### src/rtl/fir_kpow2_pkg.sv
// Shared types and sizing helpers for the power-of-two low-pass cascade.
package fir_kpow2_pkg;

    typedef enum logic {
        IDLE = 1'b0,
        RUN  = 1'b1
    } fir_state_t;

    // Accumulator width: integer part plus retained fractional bits.
    function automatic int acc_width(input int data_width, input int frac_bits);
        return data_width + frac_bits;
    endfunction

    // Section index width; a single-section cascade still needs one bit.
    function automatic int idx_width(input int stages);
        return (stages > 1) ? $clog2(stages) : 1;
    endfunction

endpackage

### src/rtl/fir_kpow2_step_alu.sv
// One first-order section update: acc_new = acc + ((x - acc) >>> K).
// Purely combinational so one copy can be time-shared across sections.
module fir_kpow2_step_alu #(
    parameter int AW = 40,
    parameter int K  = 4
) (
    input  logic [AW-1:0] x,
    input  logic [AW-1:0] acc,
    output logic [AW-1:0] acc_new
);

    logic signed [AW:0] diff;
    logic signed [AW:0] step;
    logic signed [AW:0] sum;

    // Signed difference with one guard bit; the arithmetic shift floors toward
    // minus infinity, which keeps the result between x and acc, so truncating
    // the sum back to AW bits never wraps.
    always_comb begin
        diff    = $signed({1'b0, x}) - $signed({1'b0, acc});
        step    = diff >>> K;
        sum     = $signed({1'b0, acc}) + step;
        acc_new = AW'(sum);
    end

endmodule

### src/rtl/fir_filter_cascade_kpow2.sv
// Cascade of STAGES power-of-two low-pass sections sharing one step ALU.
// A captured sample walks the sections one per clock; the last section's
// integer part is presented on OUT_VALUE with a one-cycle OUT_VALID pulse.
//
//   state | meaning
//   IDLE  | waiting for IN_VALID; BUSY=0
//   RUN   | updating section idx_q this cycle; BUSY=1
module fir_filter_cascade_kpow2
    import fir_kpow2_pkg::*;
#(
    parameter int DATA_WIDTH = 32,
    parameter int FRAC_BITS  = 8,
    parameter int K          = 4,
    parameter int STAGES     = 4,
    parameter int PRELOAD    = 1
) (
    input  logic                  CLK,
    input  logic                  RESET,
    input  logic                  CLEAR,
    input  logic                  IN_VALID,
    input  logic [DATA_WIDTH-1:0] IN_VALUE,
    output logic                  BUSY,
    output logic                  OUT_VALID,
    output logic [DATA_WIDTH-1:0] OUT_VALUE,
    output logic                  OVERRUN
);

    localparam int AW = acc_width(DATA_WIDTH, FRAC_BITS);
    localparam int IW = idx_width(STAGES);
    localparam logic [IW-1:0] IDX_LAST = IW'(STAGES - 1);

    fir_state_t            state_q, state_d;
    logic [IW-1:0]         idx_q, idx_d;
    logic [AW-1:0]         x_q, x_d;
    logic [AW-1:0]         acc_q [STAGES];
    logic [AW-1:0]         acc_d [STAGES];
    logic                  first_q, first_d;
    logic [DATA_WIDTH-1:0] out_value_q, out_value_d;
    logic                  out_valid_q, out_valid_d;
    logic                  overrun_q, overrun_d;

    logic [AW-1:0]         acc_sel;
    logic [AW-1:0]         alu_out;
    logic [AW-1:0]         upd;
    logic                  is_last;
    logic                  preload_active;

    // Select the accumulator of the section being updated this cycle.
    always_comb begin
        acc_sel = acc_q[0];
        for (int i = 1; i < STAGES; i++) begin
            if (idx_q == IW'(i)) begin
                acc_sel = acc_q[i];
            end
        end
    end

    fir_kpow2_step_alu #(
        .AW (AW),
        .K  (K)
    ) u_step_alu (
        .x       (x_q),
        .acc     (acc_sel),
        .acc_new (alu_out)
    );

    // x_q carries the input of the current section: the captured sample for
    // section 0, then each freshly written accumulator for the next one.
    // Preload bypasses the ALU so every section simply takes the sample.
    always_comb begin
        is_last        = (idx_q == IDX_LAST);
        preload_active = (PRELOAD != 0) && first_q;
        upd            = preload_active ? x_q : alu_out;
    end

    // Next-state logic; CLEAR always wins and aborts a computation in flight.
    always_comb begin
        state_d = state_q;
        if (CLEAR) begin
            state_d = IDLE;
        end else begin
            case (state_q)
                IDLE:    if (IN_VALID) state_d = RUN;
                RUN:     if (is_last)  state_d = IDLE;
                default: state_d = IDLE;
            endcase
        end
    end

    // Datapath next values: capture, per-section writeback, output and overrun.
    always_comb begin
        idx_d       = idx_q;
        x_d         = x_q;
        acc_d       = acc_q;
        first_d     = first_q;
        out_value_d = out_value_q;
        out_valid_d = 1'b0;
        overrun_d   = overrun_q;

        if (CLEAR) begin
            for (int i = 0; i < STAGES; i++) begin
                acc_d[i] = '0;
            end
            idx_d     = '0;
            first_d   = 1'b1;
            overrun_d = 1'b0;
        end else if (state_q == IDLE) begin
            if (IN_VALID) begin
                x_d   = AW'(IN_VALUE) << FRAC_BITS;
                idx_d = '0;
            end
        end else begin
            if (IN_VALID) begin
                overrun_d = 1'b1;
            end
            for (int i = 0; i < STAGES; i++) begin
                if (idx_q == IW'(i)) begin
                    acc_d[i] = upd;
                end
            end
            x_d = upd;
            if (is_last) begin
                out_value_d = DATA_WIDTH'(upd >> FRAC_BITS);
                out_valid_d = 1'b1;
                idx_d       = '0;
                first_d     = 1'b0;
            end else begin
                idx_d = idx_q + IW'(1);
            end
        end
    end

    // State register.
    always_ff @(posedge CLK or posedge RESET) begin
        if (RESET) begin
            state_q <= IDLE;
        end else begin
            state_q <= state_d;
        end
    end

    // Datapath registers.
    always_ff @(posedge CLK or posedge RESET) begin
        if (RESET) begin
            idx_q       <= '0;
            x_q         <= '0;
            for (int i = 0; i < STAGES; i++) begin
                acc_q[i] <= '0;
            end
            first_q     <= 1'b1;
            out_value_q <= '0;
            out_valid_q <= 1'b0;
            overrun_q   <= 1'b0;
        end else begin
            idx_q       <= idx_d;
            x_q         <= x_d;
            acc_q       <= acc_d;
            first_q     <= first_d;
            out_value_q <= out_value_d;
            out_valid_q <= out_valid_d;
            overrun_q   <= overrun_d;
        end
    end

    // Output decode.
    always_comb begin
        BUSY      = (state_q == RUN);
        OUT_VALID = out_valid_q;
        OUT_VALUE = out_value_q;
        OVERRUN   = overrun_q;
    end

endmodule

### config.mk
export PLATFORM = sky130hd
export DESIGN_NAME = fir_filter_cascade_kpow2
export DESIGN_NICKNAME = d
export VERILOG_FILES = /design/src/rtl/fir_kpow2_pkg.sv /design/src/rtl/fir_kpow2_step_alu.sv /design/src/rtl/fir_filter_cascade_kpow2.sv
export SDC_FILE = /design/constraint.sdc
export NUM_CORES = 1
export LEC_CHECK = 0
export BUFFER_PORTS_ARGS = -buffer_cell sky130_fd_sc_hd__buf_4
export CAP_MARGIN = 30
export CORE_UTILIZATION = 40
export CTS_CLUSTER_DIAMETER = 60
export DETAILED_ROUTE_END_ITERATION = 16
export PLACE_DENSITY = 0.56
export SLEW_MARGIN = 40
export SYNTH_ARGS = -nofsm -noshare
export SYNTH_HDL_FRONTEND = slang
export SYNTH_SLANG_ARGS = --single-unit
### constraint.sdc
create_clock -name CLK -period 23.1 [get_ports CLK]
set_clock_uncertainty 0.1 [all_clocks]
set_input_delay 2.31 -clock CLK [delete_from_list [all_inputs] [get_ports CLK]]
set_output_delay 2.31 -clock CLK [all_outputs]
set_load 0.05 [all_outputs]
== Yosys cells after proc, flatten, opt, wreduce, memory -nomap -nowiden ==
Index checks and enable logic that the tools add are counted.
Storage, ports and cells
  output and inout bits: 35
  flip-flop bits (word level): 238
Operators by class
  bitwise logic cells: 2
  mux-type cells: 29
  eq/ne operators: 3
  reduce and logical (&&, ||, !) cells: 16
  add/sub/neg operators: 3
Operators by type and width (count)
  2-to-1 mux 40 bit: 10
  2-to-1 mux 160 bit: 2
  subtractor 40 x 40 -> 41 bit: 1
  adder 40 x 37 -> 40 bit: 1
  nonzero test 2 bit: 7
  2-to-1 mux 1 bit: 12
  AND reduction 2 bit: 6
  2-to-1 mux 2 bit: 4
  equality test 2 bit (second input constant): 2
  AND reduction 3 bit: 1
  nonzero test 3 bit: 1
  adder 2 x 1 -> 2 bit (second input constant): 1
  equality test 2 x 1 -> 1 bit (second input constant): 1
  zero test 2 bit: 1
  NOT 1 bit: 2
  one-hot mux 1 bit (2 select lines): 1

== Logic depth before layout (Yosys ltp) ==
  depth after elaboration: 10
  mapped depth: 35

== Cells and area by module ==
Synthesis repeated with hierarchy kept, for this count alone.
Second synthesis, totals
  cell total of the unflattened synthesis: 1661
  area, all modules: 16493.3 um2
By module, submodules not included
  fir_filter_cascade_kpow2: area an instance 12448.2 um2, cells each 1090, seq. area each 5957.0 um2, times used 1
  fir_kpow2_step_alu: area an instance 4045.1 um2, cells each 571, seq. area each 0.0 um2, times used 1

== Worst setup path after synthesis ==
Ideal clock, no wire load.
  path type: register to register
  start point: reg idx_q[1]
  end point: reg acc_q[119] (netlist bit)
  setup time: 0.078 ns
  cell stages (with the launch flop): 35
  arrival time: 6.654 ns
  period minus slack after synthesis: 6.832 ns
  path slack: 16.268 ns
  buffers on the path: 5
  cells stage by stage: dfrtp_1 > inv_1 > ha_1 > buf_6 > clkbuf_1 > clkbuf_1 > buf_1 > a211oi_1 > o31a_1 > ha_1 > a21o_1 > a21o_1 > a21o_1 > a21oi_1 > a2bb2oi_1 > a21oi_1 > o21bai_1 > a21bo_2 > nor2_1 > or4_1 > a21oi_1 > xnor2_1 > ha_1 > clkbuf_1 > a21o_1 > a21o_1 > a21oi_1 > o21ai_0 > a21o_1 > a2111oi_0 > or3_1 > nor3_1 > a311oi_1 > o211ai_2 > a21oi_1
On the way
  longest elaborated chain between the ends: 10
  elaborated cells on any way between the ends: 14
  those cells by class: 2 x add/sub; 3 x eq/ne; 7 x mux; 2 x reduce/logical
RTL lines
  start: declaration: line fir_filter_cascade_kpow2.sv:33  | logic [IW-1:0] idx_q, idx_d;
  start signal: assignment: line fir_filter_cascade_kpow2.sv:155  | idx_q <= idx_d;
  equality test 2 x 1 -> 1 bit: line fir_filter_cascade_kpow2.sv:52, fir_filter_cascade_kpow2.sv:117
  2-to-1 mux 40 bit (3 in a row): line fir_filter_cascade_kpow2.sv:52  | if (idx_q == IW'(i)) begin
  subtractor 40 x 40 -> 41 bit: line fir_kpow2_step_alu.sv:20  | diff = $signed({1'b0, x}) - $signed({1'b0, acc});
  adder 40 x 37 -> 40 bit: line fir_kpow2_step_alu.sv:22  | sum = $signed({1'b0, acc}) + step;
  2-to-1 mux 40 bit: line fir_filter_cascade_kpow2.sv:73  | upd = preload_active ? x_q : alu_out;
  2-to-1 mux 40 bit: line fir_filter_cascade_kpow2.sv:117  | if (idx_q == IW'(i)) begin
  2-to-1 mux 160 bit: line fir_filter_cascade_kpow2.sv:107  | end else if (state_q == IDLE) begin
  2-to-1 mux 160 bit: line fir_filter_cascade_kpow2.sv:100  | if (CLEAR) begin
  end signal: indexed assignment: line fir_filter_cascade_kpow2.sv:148  | acc_q[i] <= '0;
  end signal: assignment: line fir_filter_cascade_kpow2.sv:157  | acc_q <= acc_d;
  end: declaration: line fir_filter_cascade_kpow2.sv:35  | logic [AW-1:0] acc_q [STAGES];
Several ways; a longest one is shown, not always the timed one. The select of a mux whose other input is x is not followed.
A chain may end at the register's enable or synchronous reset.

== Final worst setup path ==
  start point: reg idx_q[1]
  end point: reg acc_q[116] (netlist bit)
Same word-level chain as after synthesis.

==> flow_summary.ini <==
[global_routing]
grt_usage = 0.266
antenna_found_initial = 0
gr-total-overflow = 0
grt_pass1_vias = 13700
grt_max_degree = 95
grt_pass1_wl_um = 83600

[worst_setup_path]
worstSetupEndpointType = flop
timing.rr.end = acc_q[116]$_DFFE_PP0P_
r2r-start = idx_q[1]$_DFFE_PP0P_
slowest_stage = a31oi_1
critical_path_class = flop to flop
reg2reg_slack_ps = 15540
cpPeakStageDelay_ps = 610
startpoint_type = flop
path_max_fanout = 80
required_ps = 23460
arrival_ps = 7920
r2r_cells = 31

[clock_tree]
cts_buffers = 31
hold_buffers = 0
htreeDepth = 1
cts_resized = 0
cts_sinks = 238
cts_tree = yes
cts_max_path_buffers = 3
clk_latency_ps = 580
clkSlewWorstSetupHoldPaths_ps = 60
post_cts_buffers = 0
cts_root_buffer = clkbuf_16

[outcome]
status = finished clean

[logic_synthesis]
syn_area_um2 = 15900
synth_edf_count = 0
yosysWarnings = 0
ys_top_cells_by_area = dfrtp_1 37%, ha_1 6.4%, o21ai_0 5.4%, a21oi_1 5.0%, nand2_1 4.5%
synth_top_area_frac = 0.372
seq_area_frac_synth = 0.374
synthArstFlopShare = 1.00
ys_ff_latch = 238
ys.flop_type = dfrtp_1
synth_top_area_cell = dfrtp_1
yosysUniqueCellTypes = 82
syn_avg_cell_area_um2 = 8.50
postSynthCellCount = 1875
syn-num-nets = 1994

[detailed_routing]
vias_per_cell = 5.98
num_vias = 14500
drtIter0Drc = 1263
drc = 0
antenna_left = 0
wirelength_um = 54000
dr.pass1.iters = 5
wl_per_cell_um = 22.4

[timing]
slew_violations = 0
finalHoldViolations = 0
period_share = 0.327
setup_viol = 0
fin_crit_ps = 7560
tns_ps = 0
clock.fmax_mhz = 132
rsz0062_at_grt = false
max_slew_margin = 0.398
worstMarginPinSlew_ps = 878

[finish]
drive_gt1_frac = 0.105
final_nets = 1995
area_growth_pct = 13.1
multi_input_area_um2 = 9330
layout_common_cells = 237 x dfrtp_1, 191 x nand2_1, 170 x o21ai_0, 159 x a21oi_1, 148 x nor2_1
area.sequential_um2 = 5960
final_common_cell = dfrtp_1
fill_cells = 3845
antenna_cells = 0
utilization = 0.462

[die]
start_util = 0.409
die_h_um = 202
die_width_um = 202
row_count = 72
coreArea_um2 = 39000
ios = 71
fp.dieArea_um2 = 40700

[min_path]
hp-class = flop to flop
worstHoldEndpoint = OUT_VALUE[18]$_DFFE_PP0P_
hold_depth = 1
min_from = OUT_VALUE[18]$_DFFE_PP0P_

[pwr]
ir_drop_uv = 60.5
powerDensity_nw_per_um2 = 101
p_leak_nw = 8.17

[placed_design]
place.gp.congestion = 0.964
portBuffers = 70
dpl.hpwl_um = 38200

[flow_run]
maxCapViolCount = 0
[how the worst max path moves through the flow]
stage,startpoint,cells after the start,to
2_1_floorplan,RESET,1,BUSY$_DFF_PP0_
3_3_place_gp,idx_q[1]$_DFFE_PP0P_,33,OUT_VALUE[29]$_DFFE_PP0P_
3_5_place_dp,idx_q[1]$_DFFE_PP0P_,28,OUT_VALUE[29]$_DFFE_PP0P_
4_1_cts,idx_q[1]$_DFFE_PP0P_,28,OUT_VALUE[29]$_DFFE_PP0P_
5_1_grt,idx_q[1]$_DFFE_PP0P_,30,x_q[38]$_DFFE_PP0P_
6_report,idx_q[1]$_DFFE_PP0P_,31,acc_q[116]$_DFFE_PP0P_
[where the power goes]
group	switching [mW]	internal, mW
sequential	0.0261	0.442
clock	0.194	0.335
combinational	0.534	0.287
total	0.753	1.06
[critical path, delay by kind of cell (launching register included)]
family / cells / cell delay (ps)
fa+ha+maj: 3 / 750
flops: 1 / 420
compound gates: 20 / 4820
buf+inv: 3 / 710
simple gates: 5 / 640
[registers in the layout, indices dropped and copies added, names as in the netlist]
signal     flops
idx_q          2
first_q        1
OUT_VALUE     32
OVERRUN        1
acc_q        160
OUT_VALID      1
BUSY           1
x_q           40
[per-layer routing]
metal	global-route usage	wire length (um)	share of wire	up-vias
li1	-	-	-	6780
met1	0.412	26400	0.49	7114
met2	0.384	22500	0.42	498
met3	0.0421	4190	0.077	62
met4	0.0590	1000	0.019	0
met5	0	0	0	-
[layout make-up]
type,count,share of cell area
clock buffers,42,0.0492
clock inverters,14,0.0131
inverters,68,0.0147
multi-input cells,1445,0.517
flip-flops and latches,238,0.330
well taps,518,0.0359
repair buffers,92,0.0395
[cell families after synthesis]
kind of cell	Yosys count	synth area share
AO/OA/AOI/OAI	698	0.288
XOR/XNOR	69	0.0379
AND/OR/NAND/NOR	563	0.168
multiplexers	30	0.0196
buffers and inverters	192	0.0459
adder cells (fa/ha/maj)	85	0.0669
flip-flops	238	0.374
[synthesized netlist by cell type (all sizes together) (4+ instances only)]
cell,instances
dfrtp,237
nand2,193
o21ai,181
a21oi,160
nor2,148
clkbuf,111
nor2b,99
a211oi,82
ha,82
inv,67
a21o,56
xnor2,40
o31a,31
xor2,29
a31oi,26
mux2i,26
nand4,22
nor3,22
a221oi,19
o22ai,19
o31ai,18
nand3,17
a22o,16
o21bai,14
buf,13
o21a,12
and3,11
and2,10
nand2b,10
nor3b,9
o22a,9
a221o,6
o211ai,6
or2,6
a2111oi,4
a32oi,4
mux2,4
or3,4
[metrics by stage]
| step | std cells | setup slack (ps) | instance area, um2 | hold slack [ps] | power [mW] |
|---|---|---|---|---|---|
| after global placement | 2361 | 15540 | 16800 | 361 | 1.26 |
| final | 2417 | 15540 | 18000 | 376 | 1.82 |
| after global routing | 2417 | 14750 | 18000 | 397 | 1.92 |
| after CTS | 2417 | 15320 | 18000 | 379 | 1.80 |
| after floorplan | 1875 | 14160 | 15900 | 349 | 1.04 |
| after detailed placement | 2361 | 15310 | 16900 | 366 | 1.27 |
Note: power is estimated with default switching activity, not from simulation.
